$ cat src/rtl/flopdiv_seq_if.sv
// Start/busy/done bus of the FP32 divider: operands in, quotient and exception flags out.
// The master drives start and operands; the slave (divider) returns status and result.
interface flopdiv_seq_if;
  logic        start;
  logic [31:0] dividend;
  logic [31:0] divisor;
  logic        busy;
  logic        done;
  logic [31:0] result;
  logic        div_zero;
  logic        invalid;

  modport master (
    output start, dividend, divisor,
    input  busy, done, result, div_zero, invalid
  );

  modport slave (
    input  start, dividend, divisor,
    output busy, done, result, div_zero, invalid
  );
endinterface

$ cat src/rtl/flopdiv_seq.sv
// Iterative FP32 divider (restoring, 1 quotient bit/cycle, FTZ, canonical NaN); done 27 edges after capture
// (2 for specials), start ignored while busy. FLOPDIV_ROUND_NEAREST_EN: guard+sticky RNE, 28 edges.
module flopdiv_seq (
  input  logic         clk,
  input  logic         rst,
  flopdiv_seq_if.slave bus
);

`ifdef FLOPDIV_ROUND_NEAREST_EN
  localparam int QW = 26;
`else
  localparam int QW = 25;
`endif
  localparam logic [4:0] ITER_LAST = 5'(QW - 1);

  typedef enum logic [1:0] {IDLE, DIVIDE, NORM} state_t;

  state_t             r_state;
  state_t             w_state_nxt;
  logic               r_sign;
  logic signed [9:0]  r_e;
  logic [23:0]        r_m2;
  logic [24:0]        r_rem;
  logic [QW-1:0]      r_q;
  logic [4:0]         r_cnt;
  logic               r_phase;
  logic               r_spec;
  logic [31:0]        r_spec_res;
  logic               r_spec_dz;
  logic               r_spec_inv;
  logic [22:0]        r_frac;
  logic [31:0]        r_result;
  logic               r_done;
  logic               r_dz;
  logic               r_inv;

  // Operand classification on the capture cycle
  logic [7:0]  w_e1, w_e2;
  logic [22:0] w_f1, w_f2;
  logic        w_s;
  logic        w_z1, w_z2, w_n1, w_n2, w_i1, w_i2;
  logic        w_is_spec;
  logic [31:0] w_spec_res;
  logic        w_spec_dz;
  logic        w_spec_inv;
  logic signed [9:0] w_e_calc;
  logic        w_start_ok;

  assign w_e1 = bus.dividend[30:23];
  assign w_e2 = bus.divisor[30:23];
  assign w_f1 = bus.dividend[22:0];
  assign w_f2 = bus.divisor[22:0];
  assign w_s  = bus.dividend[31] ^ bus.divisor[31];
  assign w_z1 = (w_e1 == 8'd0);
  assign w_z2 = (w_e2 == 8'd0);
  assign w_n1 = (w_e1 == 8'hFF) && (w_f1 != 23'd0);
  assign w_n2 = (w_e2 == 8'hFF) && (w_f2 != 23'd0);
  assign w_i1 = (w_e1 == 8'hFF) && (w_f1 == 23'd0);
  assign w_i2 = (w_e2 == 8'hFF) && (w_f2 == 23'd0);
  assign w_e_calc   = $signed({2'b00, w_e1}) - $signed({2'b00, w_e2}) + 10'sd127;
  assign w_start_ok = bus.start && (r_state == IDLE);

  always_comb begin
    w_is_spec  = 1'b1;
    w_spec_res = {w_s, 31'd0};
    w_spec_dz  = 1'b0;
    w_spec_inv = 1'b0;
    if (w_n1 || w_n2 || (w_z1 && w_z2) || (w_i1 && w_i2)) begin
      w_spec_res = {w_s, 8'hFF, 23'h7FFFFF};
      w_spec_inv = 1'b1;
    end else if (w_i1 || w_z2) begin
      w_spec_res = {w_s, 8'hFF, 23'd0};
      w_spec_dz  = w_z2;
    end else if (w_z1 || w_i2) begin
      w_spec_res = {w_s, 31'd0};
    end else begin
      w_is_spec = 1'b0;
    end
  end

  // Restoring step: remainder stays below m2 after subtraction, so 24 bits survive the shift
  logic        w_ge;
  logic [24:0] w_rem_sub;
  logic [24:0] w_rem_nxt;

  assign w_ge      = (r_rem >= {1'b0, r_m2});
  assign w_rem_sub = w_ge ? (r_rem - {1'b0, r_m2}) : r_rem;
  assign w_rem_nxt = {w_rem_sub[23:0], 1'b0};

  logic [22:0]       w_frac;
  logic signed [9:0] w_e_norm;

`ifdef FLOPDIV_ROUND_NEAREST_EN
  logic [23:0]       w_m24;
  logic              w_guard;
  logic              w_sticky;
  logic              w_inc;
  logic [24:0]       w_sum;
  logic signed [9:0] w_e_pre;

  always_comb begin
    if (r_q[25]) begin
      w_m24    = r_q[25:2];
      w_guard  = r_q[1];
      w_sticky = r_q[0] || (r_rem != 25'd0);
      w_e_pre  = r_e;
    end else begin
      w_m24    = r_q[24:1];
      w_guard  = r_q[0];
      w_sticky = (r_rem != 25'd0);
      w_e_pre  = r_e - 10'sd1;
    end
    w_inc = w_guard && (w_sticky || w_m24[0]);
    w_sum = {1'b0, w_m24} + {24'd0, w_inc};
    if (w_sum[24]) begin
      w_frac   = w_sum[23:1];
      w_e_norm = w_e_pre + 10'sd1;
    end else begin
      w_frac   = w_sum[22:0];
      w_e_norm = w_e_pre;
    end
  end
`else
  always_comb begin
    if (r_q[24]) begin
      w_frac   = r_q[23:1];
      w_e_norm = r_e;
    end else begin
      w_frac   = r_q[22:0];
      w_e_norm = r_e - 10'sd1;
    end
  end
`endif

  logic [31:0] w_packed;

  always_comb begin
    if (r_e >= 10'sd255) begin
      w_packed = {r_sign, 8'hFF, 23'd0};
    end else if (r_e <= 10'sd0) begin
      w_packed = {r_sign, 31'd0};
    end else begin
      w_packed = {r_sign, r_e[7:0], r_frac};
    end
  end

  always_ff @(posedge clk or posedge rst) begin
    if (rst) begin
      r_state <= IDLE;
    end else begin
      r_state <= w_state_nxt;
    end
  end

  always_comb begin
    w_state_nxt = r_state;
    case (r_state)
      IDLE:    if (w_start_ok) w_state_nxt = w_is_spec ? NORM : DIVIDE;
      DIVIDE:  if (r_cnt == ITER_LAST) w_state_nxt = NORM;
      NORM:    if (r_phase) w_state_nxt = IDLE;
      default: w_state_nxt = IDLE;
    endcase
  end

  // NORM spans two cycles: normalise/round into r_e/r_frac, then range-check and publish
  always_ff @(posedge clk or posedge rst) begin
    if (rst) begin
      r_sign     <= 1'b0;
      r_e        <= 10'sd0;
      r_m2       <= 24'd0;
      r_rem      <= 25'd0;
      r_q        <= '0;
      r_cnt      <= 5'd0;
      r_phase    <= 1'b0;
      r_spec     <= 1'b0;
      r_spec_res <= 32'd0;
      r_spec_dz  <= 1'b0;
      r_spec_inv <= 1'b0;
      r_frac     <= 23'd0;
      r_result   <= 32'd0;
      r_done     <= 1'b0;
      r_dz       <= 1'b0;
      r_inv      <= 1'b0;
    end else begin
      r_done <= 1'b0;
      case (r_state)
        IDLE: begin
          if (w_start_ok) begin
            r_sign     <= w_s;
            r_e        <= w_e_calc;
            r_m2       <= {1'b1, w_f2};
            r_rem      <= {2'b01, w_f1};
            r_q        <= '0;
            r_cnt      <= 5'd0;
            r_phase    <= 1'b0;
            r_spec     <= w_is_spec;
            r_spec_res <= w_spec_res;
            r_spec_dz  <= w_spec_dz;
            r_spec_inv <= w_spec_inv;
          end
        end
        DIVIDE: begin
          r_rem <= w_rem_nxt;
          r_q   <= {r_q[QW-2:0], w_ge};
          r_cnt <= r_cnt + 5'd1;
        end
        NORM: begin
          if (!r_phase) begin
            r_phase <= 1'b1;
            if (!r_spec) begin
              r_frac <= w_frac;
              r_e    <= w_e_norm;
            end
          end else begin
            r_phase  <= 1'b0;
            r_done   <= 1'b1;
            r_result <= r_spec ? r_spec_res : w_packed;
            r_dz     <= r_spec && r_spec_dz;
            r_inv    <= r_spec && r_spec_inv;
          end
        end
        default: ;
      endcase
    end
  end

  assign bus.busy     = (r_state != IDLE);
  assign bus.done     = r_done;
  assign bus.result   = r_result;
  assign bus.div_zero = r_dz;
  assign bus.invalid  = r_inv;

endmodule

$ cat src/flat_wrapper.sv
// flat-port wrapper written by rule: the top's interface ports become plain ports
module flopdiv_seq_flat 
  (clk, rst, bus_start, bus_dividend, bus_divisor, bus_busy, bus_done, bus_result, bus_div_zero, bus_invalid);
  flopdiv_seq_if bus_i ();
  input  logic clk;
  input  logic rst;
  input wire logic [$bits(bus_i.start)-1:0] bus_start;
  input wire logic [$bits(bus_i.dividend)-1:0] bus_dividend;
  input wire logic [$bits(bus_i.divisor)-1:0] bus_divisor;
  output wire logic [$bits(bus_i.busy)-1:0] bus_busy;
  output wire logic [$bits(bus_i.done)-1:0] bus_done;
  output wire logic [$bits(bus_i.result)-1:0] bus_result;
  output wire logic [$bits(bus_i.div_zero)-1:0] bus_div_zero;
  output wire logic [$bits(bus_i.invalid)-1:0] bus_invalid;
  assign bus_i.start = bus_start;
  assign bus_i.dividend = bus_dividend;
  assign bus_i.divisor = bus_divisor;
  assign bus_busy = bus_i.busy;
  assign bus_done = bus_i.done;
  assign bus_result = bus_i.result;
  assign bus_div_zero = bus_i.div_zero;
  assign bus_invalid = bus_i.invalid;
  flopdiv_seq u_core (.clk(clk), .rst(rst), .bus(bus_i));
endmodule
$ cat config.mk
export PLATFORM = sky130hd
export DESIGN_NAME = flopdiv_seq_flat
export DESIGN_NICKNAME = d
export VERILOG_FILES = /design/src/rtl/flopdiv_seq_if.sv /design/src/rtl/flopdiv_seq.sv /design/src/flat_wrapper.sv
export SDC_FILE = /design/constraint.sdc
export NUM_CORES = 1
export LEC_CHECK = 0
export CAP_MARGIN = 20
export CORE_ASPECT_RATIO = 1.4
export CORE_MARGIN = 1
export CORE_UTILIZATION = 45
export CTS_CLUSTER_SIZE = 28
export DETAILED_ROUTE_END_ITERATION = 8
export PLACE_DENSITY = 0.77
export SLEW_MARGIN = 30
export SYNTH_ARGS = -nofsm -noshare
export SYNTH_HDL_FRONTEND = slang
export SYNTH_SLANG_ARGS = --single-unit
$ cat constraint.sdc
create_clock -name clk -period 6.1 [get_ports clk]
set_input_delay 1.525 -clock clk [delete_from_list [all_inputs] [get_ports clk]]
set_output_delay 1.525 -clock clk [all_outputs]
set_load 0.02 [all_outputs]
==> results of run 1 <==
==> critical path, cell delays in order <==
cell,delay (ns)
clkdlybuf4s50_1,0.50
inv_1,0.05
ha_1,0.30
nor2b_1,0.22
o31a_1,0.29
a21oi_1,0.10
nor3_1,0.37
nand2_1,0.16
maj3_1,0.35
o31ai_1,0.20
a22o_1,0.17
==> Yosys cell counts, types with 11 or more instances <==
library cell | instances | area [um^2]
xnor2_1 | 15 | 131
and3_1 | 11 | 68.8
nor2b_1 | 11 | 68.8
mux2i_1 | 39 | 390
a21oi_1 | 89 | 445
nand4_1 | 11 | 68.8
nor3_1 | 19 | 95.1
nor2_1 | 88 | 330
clkbuf_1 | 46 | 173
a221o_1 | 25 | 250
nor4_1 | 17 | 106
nand2_1 | 77 | 289
xor2_1 | 18 | 158
inv_1 | 46 | 173
o21ai_0 | 77 | 385
dfrtp_1 | 155 | 3880
a22o_1 | 27 | 236
o22ai_1 | 15 | 93.8
nand3_1 | 18 | 90.1
ha_1 | 38 | 475
==> metal layers <==
layer  vias to the layer above  GRT usage [%]
met5                         -              0
met4                         0           9.89
met3                        41           3.71
met2                       198           38.4
met1                      3512           26.7
li1                       3558              -
==> power breakdown <==
group / switching [mW] / internal [mW] / total [mW]
registers: 0.341 / 1.47 / 1.81
logic: 1.88 / 1.39 / 3.27
clock network: 0.487 / 0.586 / 1.07
total: 2.71 / 3.45 / 6.16
==> final cells by class <==
| type | instances | area, um^2 |
|---|---|---|
| repair buffers | 111 | 1090 |
| clock inverters | 15 | 173 |
| well taps | 244 | 305 |
| clock buffers | 17 | 425 |
| inverters | 47 | 181 |
| fillers | 1675 | 8270 |
| flip-flops and latches | 155 | 3880 |
| multi-input cells | 687 | 4430 |
==> cell families after synthesis <==
kind of cell	count (synthesis)
compound gates	289
xor+xnor	33
fa+ha+maj	40
buf+inv	101
flops	155
mux	39
simple gates	286
==> worst min path at each step <==
stage,from,end,cells after the start
floorplan,u_core.r_m2[23],u_core.r_m2[23],2
finish,u_core.r_m2[23],u_core.r_m2[23],2
detailed placement,u_core.r_m2[23],u_core.r_m2[23],2
CTS,u_core.r_m2[23],u_core.r_m2[23],2
global route,u_core.r_m2[23],u_core.r_m2[23],2
global placement,u_core.r_m2[23],u_core.r_m2[23],2
==> through the flow <==
stage / util, % / hold WS, ns
final: 55.9 / 0.464
after global routing: 55.9 / 0.485
after CTS: 55.9 / 0.470
after detailed placement: 52.7 / 0.454
after global placement: 52.7 / 0.440
after floorplan: - / 0.418
==> flip-flops by register name, indices dropped and copies added (netlist names), 2 cells and up <==
signal             flops
u_core.bus.result     32
u_core.r_cnt           5
u_core.r_e            10
u_core.r_frac         23
u_core.r_m2           24
u_core.r_q            25
u_core.r_rem          25
u_core.r_spec_res      3
u_core.r_state         2
==> results.sh, run 1 <==
export IMPL_status="completed"
export IMPL_cts_buffers=17
export IMPL_tritoncts="yes"
export IMPL_dp_cells=1244
export IMPL_grt_pass1_vias=7189
export IMPL_synth_compound_area_share_pct=21.5
export IMPL_grt_use_total_pct=22.1
export IMPL_drive_gt1_share_pct=5.72
export IMPL_grt_overflow_total=0
export IMPL_die_w_um=119
export IMPL_max_freq_mhz=258
export IMPL_reg2reg_from="u_core.r_m2[1]"
export IMPL_post_route_min_period_ns=3.88
export IMPL_core_um2=18800
export IMPL_layout_setup_ws_ns=2.22
export IMPL_r2r_cells=11
export IMPL_peakVddDrop_uv=331
export IMPL_synth_top_family_by_area="compound AO/OA/AOI/OAI gates"
export IMPL_post_place_ws_ns=1.81
export IMPL_start_util_pct=46.3
export IMPL_ios=103
export IMPL_crit_type="input port to flip-flop"
export IMPL_post_synth_cell_area_avg_um2=9.21
export IMPL_drt_wl_total_um=21300
export IMPL_final_setup_viol_count=0
export IMPL_cts_setup_buffers=0
export IMPL_tightest_slew_ns=0.950
export IMPL_dr_pass1_iters=5
export IMPL_period_share_pct=63.6
export IMPL_final_antenna_net_count=0
export IMPL_maxCapViolations=0
export IMPL_grt_pass1_wl_um=35100
export IMPL_grt_max_degree=90
export IMPL_finalNonFillerCells=1276
export IMPL_ys_flop_type="dfrtp_1"
export IMPL_synthSimpleGateAreaFrac_pct=15.6
export IMPL_finalNetCount=1125
export IMPL_syn_num_nets=1049
export IMPL_wl_met1_um=8840
export IMPL_arrival_ns=4.25
export IMPL_finalClockSkew_ns=0.0101
export IMPL_wl_per_cell_um=16.7
export IMPL_rsz0062_at_grt="no"
export IMPL_synth_edff_count=0
export IMPL_synth_warnings=0
export IMPL_hold_viol_final=0
export IMPL_synth_xor_area_share_pct=3.33
export IMPL_gp_congestion=0.942
export IMPL_area_delta_synth_final_pct=20.7
export IMPL_async_flop_share_pct=100
export IMPL_topRoutingLayerUsed="met4"
export IMPL_port_buffers=102
export IMPL_tns_ns=0
export IMPL_cts_hold_fix_buffers=0
export IMPL_wl_met3_um=872
export IMPL_clkTransAtPathRegs_ns=0.07
export IMPL_design_area_um2=10500
export IMPL_clk_path_buf_depth=2
export IMPL_layout_common_cells="155 x dfrtp_1, 102 x clkdlybuf4s50_1, 89 x a21oi_1, 86 x nor2_1, 77 x o21ai_0"
export IMPL_final_common_cell="dfrtp_1"
export IMPL_yosys_register_bits=155
export IMPL_setup_worst_path_end_class="flip-flop"
export IMPL_cts_root_buf="clkbuf_16"
export IMPL_cts_sinks=155
export IMPL_power_mw=6.16
export IMPL_powerDensity_nw_per_um2=588
export IMPL_slew_headroom_pct=36.1
export IMPL_crit_end="u_core.r_e[9]"
export IMPL_routed_via_count=7309
export IMPL_std_cell_rows=59
export IMPL_synthMuxAreaShare_pct=4.50
export IMPL_placed_area_um2=9880
export IMPL_drc=0
export IMPL_antenna_found_initial=0
export IMPL_cp_max_fo=7
export IMPL_met2WireLength_um=10900
export IMPL_syn_area_um2=8680
export IMPL_via_per_inst=5.73
export IMPL_synthAdderAreaFrac_pct=5.82
export IMPL_hpwl_um=15200
export IMPL_crit_path_start_kind="input port"
export IMPL_die_area_um2=19900
export IMPL_antenna_cells=0
export IMPL_min_path_type="flip-flop to flip-flop"
export IMPL_final_max_slew_viol_count=0
export IMPL_cts_resized=0
export IMPL_htreeDepth=4
export IMPL_crit_start="bus_divisor[24]"
export IMPL_synth_cell_types=58
export IMPL_syn_inst=943
export IMPL_rr_endpoint="u_core.r_rem[17]"
export IMPL_p_leak_nw=4.49
export IMPL_reg2reg_slack_ns=2.70
export IMPL_cp_data_required_time_ns=6.47
export IMPL_die_y_um=166
export IMPL_insertion_delay_ns=0.44
export IMPL_drt_iter0_markers=418
export IMPL_yosysSeqAreaShare_pct=44.7
No activity file was read; power rests on OpenSTA's default activity.
==> run 2: changes to the inputs <==
--- a/config.mk
+++ b/config.mk
@@ -11,7 +11,7 @@
 export CORE_UTILIZATION = 45
 export CTS_CLUSTER_SIZE = 28
 export DETAILED_ROUTE_END_ITERATION = 8
-export PLACE_DENSITY = 0.77
+export PLACE_DENSITY = 0.79
 export SLEW_MARGIN = 30
 export SYNTH_ARGS = -nofsm -noshare
 export SYNTH_HDL_FRONTEND = slang
==> constraint.sdc (replaced) <==
create_clock -name clk -period 3.3 [get_ports clk]
set_input_delay 0.825 -clock clk [delete_from_list [all_inputs] [get_ports clk]]
set_output_delay 0.825 -clock clk [all_outputs]
set_load 0.02 [all_outputs]
==> results.sh, run 2 (same netlist as run 1, synthesis figures left out) <==
export IMPL_clk_path_buf_depth=2
export IMPL_hold_viol_final=0
export IMPL_cts_sinks=155
export IMPL_crit_start="u_core.r_rem[8]"
export IMPL_antenna_found_initial=0
export IMPL_powerDensity_nw_per_um2=1070
export IMPL_grt_overflow_total=0
export IMPL_drive_gt1_share_pct=7.84
export IMPL_power_mw=11.4
export IMPL_final_max_slew_viol_count=0
export IMPL_fill_cells=1682
export IMPL_core_um2=18800
export IMPL_rsz0062_at_grt="no"
export IMPL_slew_headroom_pct=43.5
export IMPL_rr_endpoint="u_core.r_rem[2]"
export IMPL_finalClockSkew_ns=0.0108
export IMPL_post_route_min_period_ns=3.20
export IMPL_arrival_ns=3.51
export IMPL_cts_resized=0
export IMPL_crit_path_start_kind="flip-flop"
export IMPL_setup_worst_path_end_class="flip-flop"
export IMPL_cts_hold_fix_buffers=0
export IMPL_finalNonFillerCells=1302
export IMPL_peakVddDrop_uv=500
export IMPL_tightest_slew_ns=0.848
export IMPL_dp_cells=1270
export IMPL_max_freq_mhz=313
export IMPL_insertion_delay_ns=0.44
export IMPL_routed_via_count=7408
export IMPL_hpwl_um=15700
export IMPL_min_path_type="flip-flop to flip-flop"
export IMPL_finalNetCount=1151
export IMPL_maxCapViolations=0
export IMPL_holdPathStages=2
export IMPL_cts_root_buf="clkbuf_16"
export IMPL_reg2reg_from="u_core.r_rem[8]"
export IMPL_drt_wl_total_um=21700
export IMPL_cts_setup_buffers=0
export IMPL_die_y_um=166
export IMPL_reg2reg_slack_ns=0.10
export IMPL_wl_per_cell_um=16.6
export IMPL_grt_use_total_pct=22.8
export IMPL_die_w_um=119
export IMPL_area_delta_synth_final_pct=22.9
export IMPL_layout_setup_ws_ns=0.103
export IMPL_r2r_cells=10
export IMPL_post_place_ws_ns=-0.150
export IMPL_drt_iter0_markers=433
export IMPL_dr_pass1_iters=5
export IMPL_grt_pass1_vias=7395
export IMPL_die_area_um2=19900
export IMPL_grt_max_degree=87
export IMPL_period_share_pct=96.9
export IMPL_p_leak_nw=4.62
export IMPL_drc=0
export IMPL_cp_max_fo=11
export IMPL_status="completed"
export IMPL_crit_end="u_core.r_rem[2]"
export IMPL_port_buffers=102
export IMPL_cts_buffers=17
export IMPL_antenna_cells=0
export IMPL_final_antenna_net_count=0
export IMPL_via_per_inst=5.69
export IMPL_layout_common_cells="155 x dfrtp_1, 102 x clkdlybuf4s50_1, 89 x a21oi_1, 86 x nor2_1"
export IMPL_clkTransAtPathRegs_ns=0.07
export IMPL_htreeDepth=4
export IMPL_final_common_cell="dfrtp_1"
export IMPL_grt_pass1_wl_um=36300
export IMPL_crit_type="flip-flop to flip-flop"
export IMPL_hp_start="u_core.r_m2[23]"
export IMPL_ios=103
export IMPL_cp_data_required_time_ns=3.62
export IMPL_start_util_pct=46.3
export IMPL_final_setup_viol_count=0
export IMPL_std_cell_rows=59
export IMPL_finalCoreUtilization_pct=56.9
export IMPL_gp_congestion=0.921
export IMPL_hold_ws_ns=0.451
export IMPL_tritoncts="yes"
export IMPL_largest_reg_flops=32
## run 2: cell count changes in the layout (fill, tap and decap cells not counted), sizes merged
cell / delta
clkbuf: +1
inv: -1
clkinv: +1
bufinv: -1
buf: +26
## run 2: where the power goes
group / switching [mW] / internal [mW] / total, mW
clock network: 0.864 / 1.01 / 1.88
registers: 0.623 / 2.72 / 3.35
logic: 3.53 / 2.69 / 6.22
total: 5.02 / 6.42 / 11.4
## run 2: final cells by class
type | instances | area [um^2] | share of cell area (%)
multi-input combinational | 687 | 4420 | 41.4
timing repair buffer | 137 | 1320 | 12.4
clock inverter | 14 | 125 | 1.17
inverter | 47 | 180 | 1.69
clock buffer | 18 | 439 | 4.11
sequential | 155 | 3880 | 36.3
tap | 244 | 305 | 2.86
## run 2: critical path: stages (launching register included)
cell,delay [ns]
dfrtp_1,0.40
ha_1,0.41
a211oi_2,0.32
nor2_1,0.13
or3b_1,0.37
o21ai_2,0.19
o21ai_2,0.13
a2111oi_4,0.38
buf_4,0.29
mux2i_1,0.11
a221o_1,0.33
## run 2: worst min path at each step
stage / slack, ns / endpoint
after floorplan: 0.42 / u_core.r_m2[23]
after global placement: 0.43 / u_core.r_m2[23]
after detailed placement: 0.44 / u_core.r_m2[23]
after CTS: 0.45 / u_core.r_m2[23]
after global routing: 0.50 / u_core.r_m2[23]
final: 0.45 / u_core.r_m2[23]
## run 2: per-layer routing
metal | up-vias | routed length, um | GRT usage [%]
li1 | 3629 | - | -
met1 | 3516 | 8730 | 27.1
met2 | 214 | 11200 | 40.3
met3 | 49 | 911 | 2.95
met4 | 0 | 842 | 11.0
met5 | - | 0 | 0
## run 2: per-stage QoR
| step | setup TNS, ns | instance area (um^2) |
|---|---|---|
| floorplan | 0 | 8690 |
| global placement | -0.102 | 10100 |
| detailed placement | -0.324 | 10100 |
| CTS | 0 | 10700 |
| global route | 0 | 10700 |
| finish | 0 | 10700 |
==> run 3: changes to the inputs <==
--- a/config.mk
+++ b/config.mk
@@ -11,6 +11,7 @@
 export CORE_UTILIZATION = 45
 export CTS_CLUSTER_SIZE = 28
 export DETAILED_ROUTE_END_ITERATION = 8
+export MAX_ROUTING_LAYER = met4
 export PLACE_DENSITY = 0.79
 export SLEW_MARGIN = 30
 export SYNTH_ARGS = -nofsm -noshare
==> results.sh, run 3 (same netlist as run 1, synthesis figures left out) <==
export IMPL_port_buffers=102
export IMPL_rr_endpoint="u_core.r_rem[5]"
export IMPL_hp_start="u_core.r_m2[23]"
export IMPL_fill_cells=1676
export IMPL_min_path_type="flip-flop to flip-flop"
export IMPL_crit_path_start_kind="flip-flop"
export IMPL_layout_setup_ws_ns=0.165
export IMPL_grt_overflow_total=0
export IMPL_routed_via_count=7515
export IMPL_cts_setup_buffers=0
export IMPL_holdPathStages=2
export IMPL_die_y_um=166
export IMPL_multiInputGateArea_um2=4420
export IMPL_reg2reg_slack_ns=0.16
export IMPL_rsz0062_at_grt="no"
export IMPL_area_delta_synth_final_pct=23.3
export IMPL_setup_worst_path_end_class="flip-flop"
export IMPL_core_um2=18800
export IMPL_final_antenna_net_count=0
export IMPL_final_max_slew_viol_count=0
export IMPL_cp_data_required_time_ns=3.65
export IMPL_clkTransAtPathRegs_ns=0.07
export IMPL_hpwl_um=15500
export IMPL_post_route_min_period_ns=3.14
export IMPL_max_freq_mhz=319
export IMPL_antenna_cells=0
export IMPL_path_delay_family="compound AO/OA/AOI/OAI gates"
export IMPL_cp_depth=10
export IMPL_tightest_slew_ns=0.860
export IMPL_grt_pass1_wl_um=35900
export IMPL_wl_per_cell_um=16.8
export IMPL_period_share_pct=95.0
export IMPL_finalNetCount=1151
export IMPL_cp_common_cell="o21ai_2"
export IMPL_reg2reg_from="u_core.r_rem[8]"
export IMPL_crit_path_max_incr_delay_ns=0.52
export IMPL_largest_reg_flops=32
export IMPL_layout_common_cells="155 x dfrtp_1, 102 x clkdlybuf4s50_1, 89 x a21oi_1, 86 x nor2_1"
export IMPL_grt_use_total_pct=23.3
export IMPL_via_per_inst=5.77
export IMPL_die_area_um2=19900
export IMPL_ios=103
export IMPL_seqCellArea_um2=3880
export IMPL_status="completed"
export IMPL_drt_iter0_markers=411
export IMPL_post_place_ws_ns=-0.166
export IMPL_crit_path_top_delay_cell="or4_1"
export IMPL_gp_congestion=0.920
export IMPL_clk_path_buf_depth=2
export IMPL_cts_hold_fix_buffers=0
export IMPL_hold_viol_final=0
export IMPL_dp_cells=1270
export IMPL_drive_gt1_share_pct=7.84
export IMPL_drc=0
export IMPL_tns_ns=0
export IMPL_cts_buffers=17
export IMPL_cp_max_fo=17
export IMPL_tritoncts="yes"
export IMPL_powerDensity_nw_per_um2=1080
export IMPL_min_to="u_core.r_m2[23]"
export IMPL_grt_max_degree=156
export IMPL_cp_buffers_inverters=1
export IMPL_drt_wl_total_um=21800
export IMPL_cts_root_buf="clkbuf_16"
export IMPL_finalNonFillerCells=1302
export IMPL_finalClockSkew_ns=0.00792
export IMPL_start_util_pct=46.3
export IMPL_crit_type="flip-flop to flip-flop"
export IMPL_antenna_found_initial=0
export IMPL_grt_pass1_vias=7330
export IMPL_cts_sinks=155
export IMPL_maxCapViolations=0
export IMPL_std_cell_rows=59
export IMPL_cts_resized=0
export IMPL_p_leak_nw=4.63
export IMPL_final_setup_viol_count=0
export IMPL_r2r_cells=10
export IMPL_dr_pass1_iters=5
export IMPL_peakVddDrop_uv=528
export IMPL_final_common_cell="dfrtp_1"
export IMPL_arrival_ns=3.48
export IMPL_die_w_um=119
export IMPL_slew_headroom_pct=42.7
export IMPL_htreeDepth=4
export IMPL_insertion_delay_ns=0.43
export IMPL_crit_chain="ha_1 > nand4_1 > o21bai_1 > a21oi_1 > o21ai_2 > o21ai_2 > a2111oi_4 > buf_12 > or4_1 > a31oi_1"
run 3: cell count changes in the layout (fill, tap and decap cells not counted):
cell        change
buf_12          -1
buf_4           +1
bufinv_16       +2
clkbuf_8        -1
clkinv_4        -2
clkinv_8        +1
clkinvlp_4      +1
inv_6           -1
run 3: worst reg2reg max path: stages (launching register included):
cell and delay (ns):
dfrtp_1 0.39, ha_1 0.44, nand4_1 0.22, o21bai_1 0.21
a21oi_1 0.38, o21ai_2 0.15, o21ai_2 0.27, a2111oi_4 0.14
buf_12 0.18, or4_1 0.52, a31oi_1 0.16
run 3: cell type report:
class / instances / area share [%]
Sequential cell: 155 / 36.2
Multi-Input combinational cell: 687 / 41.3
Tap cell: 244 / 2.85
Timing Repair Buffer: 137 / 12.2
Clock inverter: 15 / 1.71
Clock buffer: 17 / 3.97
Inverter: 47 / 1.68
run 3: how the worst max path moves through the flow:
stage	start	to	slack (ns)
floorplan	u_core.r_rem[8]	u_core.r_rem[11]	0.39
global placement	bus_divisor[24]	u_core.r_e[9]	-0.05
detailed placement	bus_divisor[24]	u_core.r_e[9]	-0.17
CTS	u_core.r_rem[8]	u_core.r_rem[1]	0.16
global route	u_core.r_rem[8]	u_core.r_rem[19]	0.02
finish	u_core.r_rem[8]	u_core.r_rem[5]	0.16
run 3: power breakdown:
group / leakage (nW) / switching (mW) / internal (mW) / total (mW)
sequential: 1.94 / 0.625 / 2.72 / 3.35
clock: 0.294 / 0.876 / 1.15 / 2.02
combinational: 2.40 / 3.54 / 2.68 / 6.22
run 3: stage by stage:
stage	total power, mW	instance area, um^2	utilization (%)	hold slack (ns)
after CTS	11.6	10700	57.1	0.458
after floorplan	7.78	8690	-	0.418
final	11.6	10700	57.1	0.464
after global placement	9.39	10100	53.8	0.435
after global routing	12.5	10700	57.1	0.479
after detailed placement	9.54	10100	53.8	0.444
run 3: routing by layer:
| layer | track usage, % | wire, um |
|---|---|---|
| met4 | 9.40 | 622 |
| met1 | 27.0 | 8950 |
| met5 | - | 0 |
| met3 | 3.43 | 749 |
| met2 | 40.2 | 11500 |
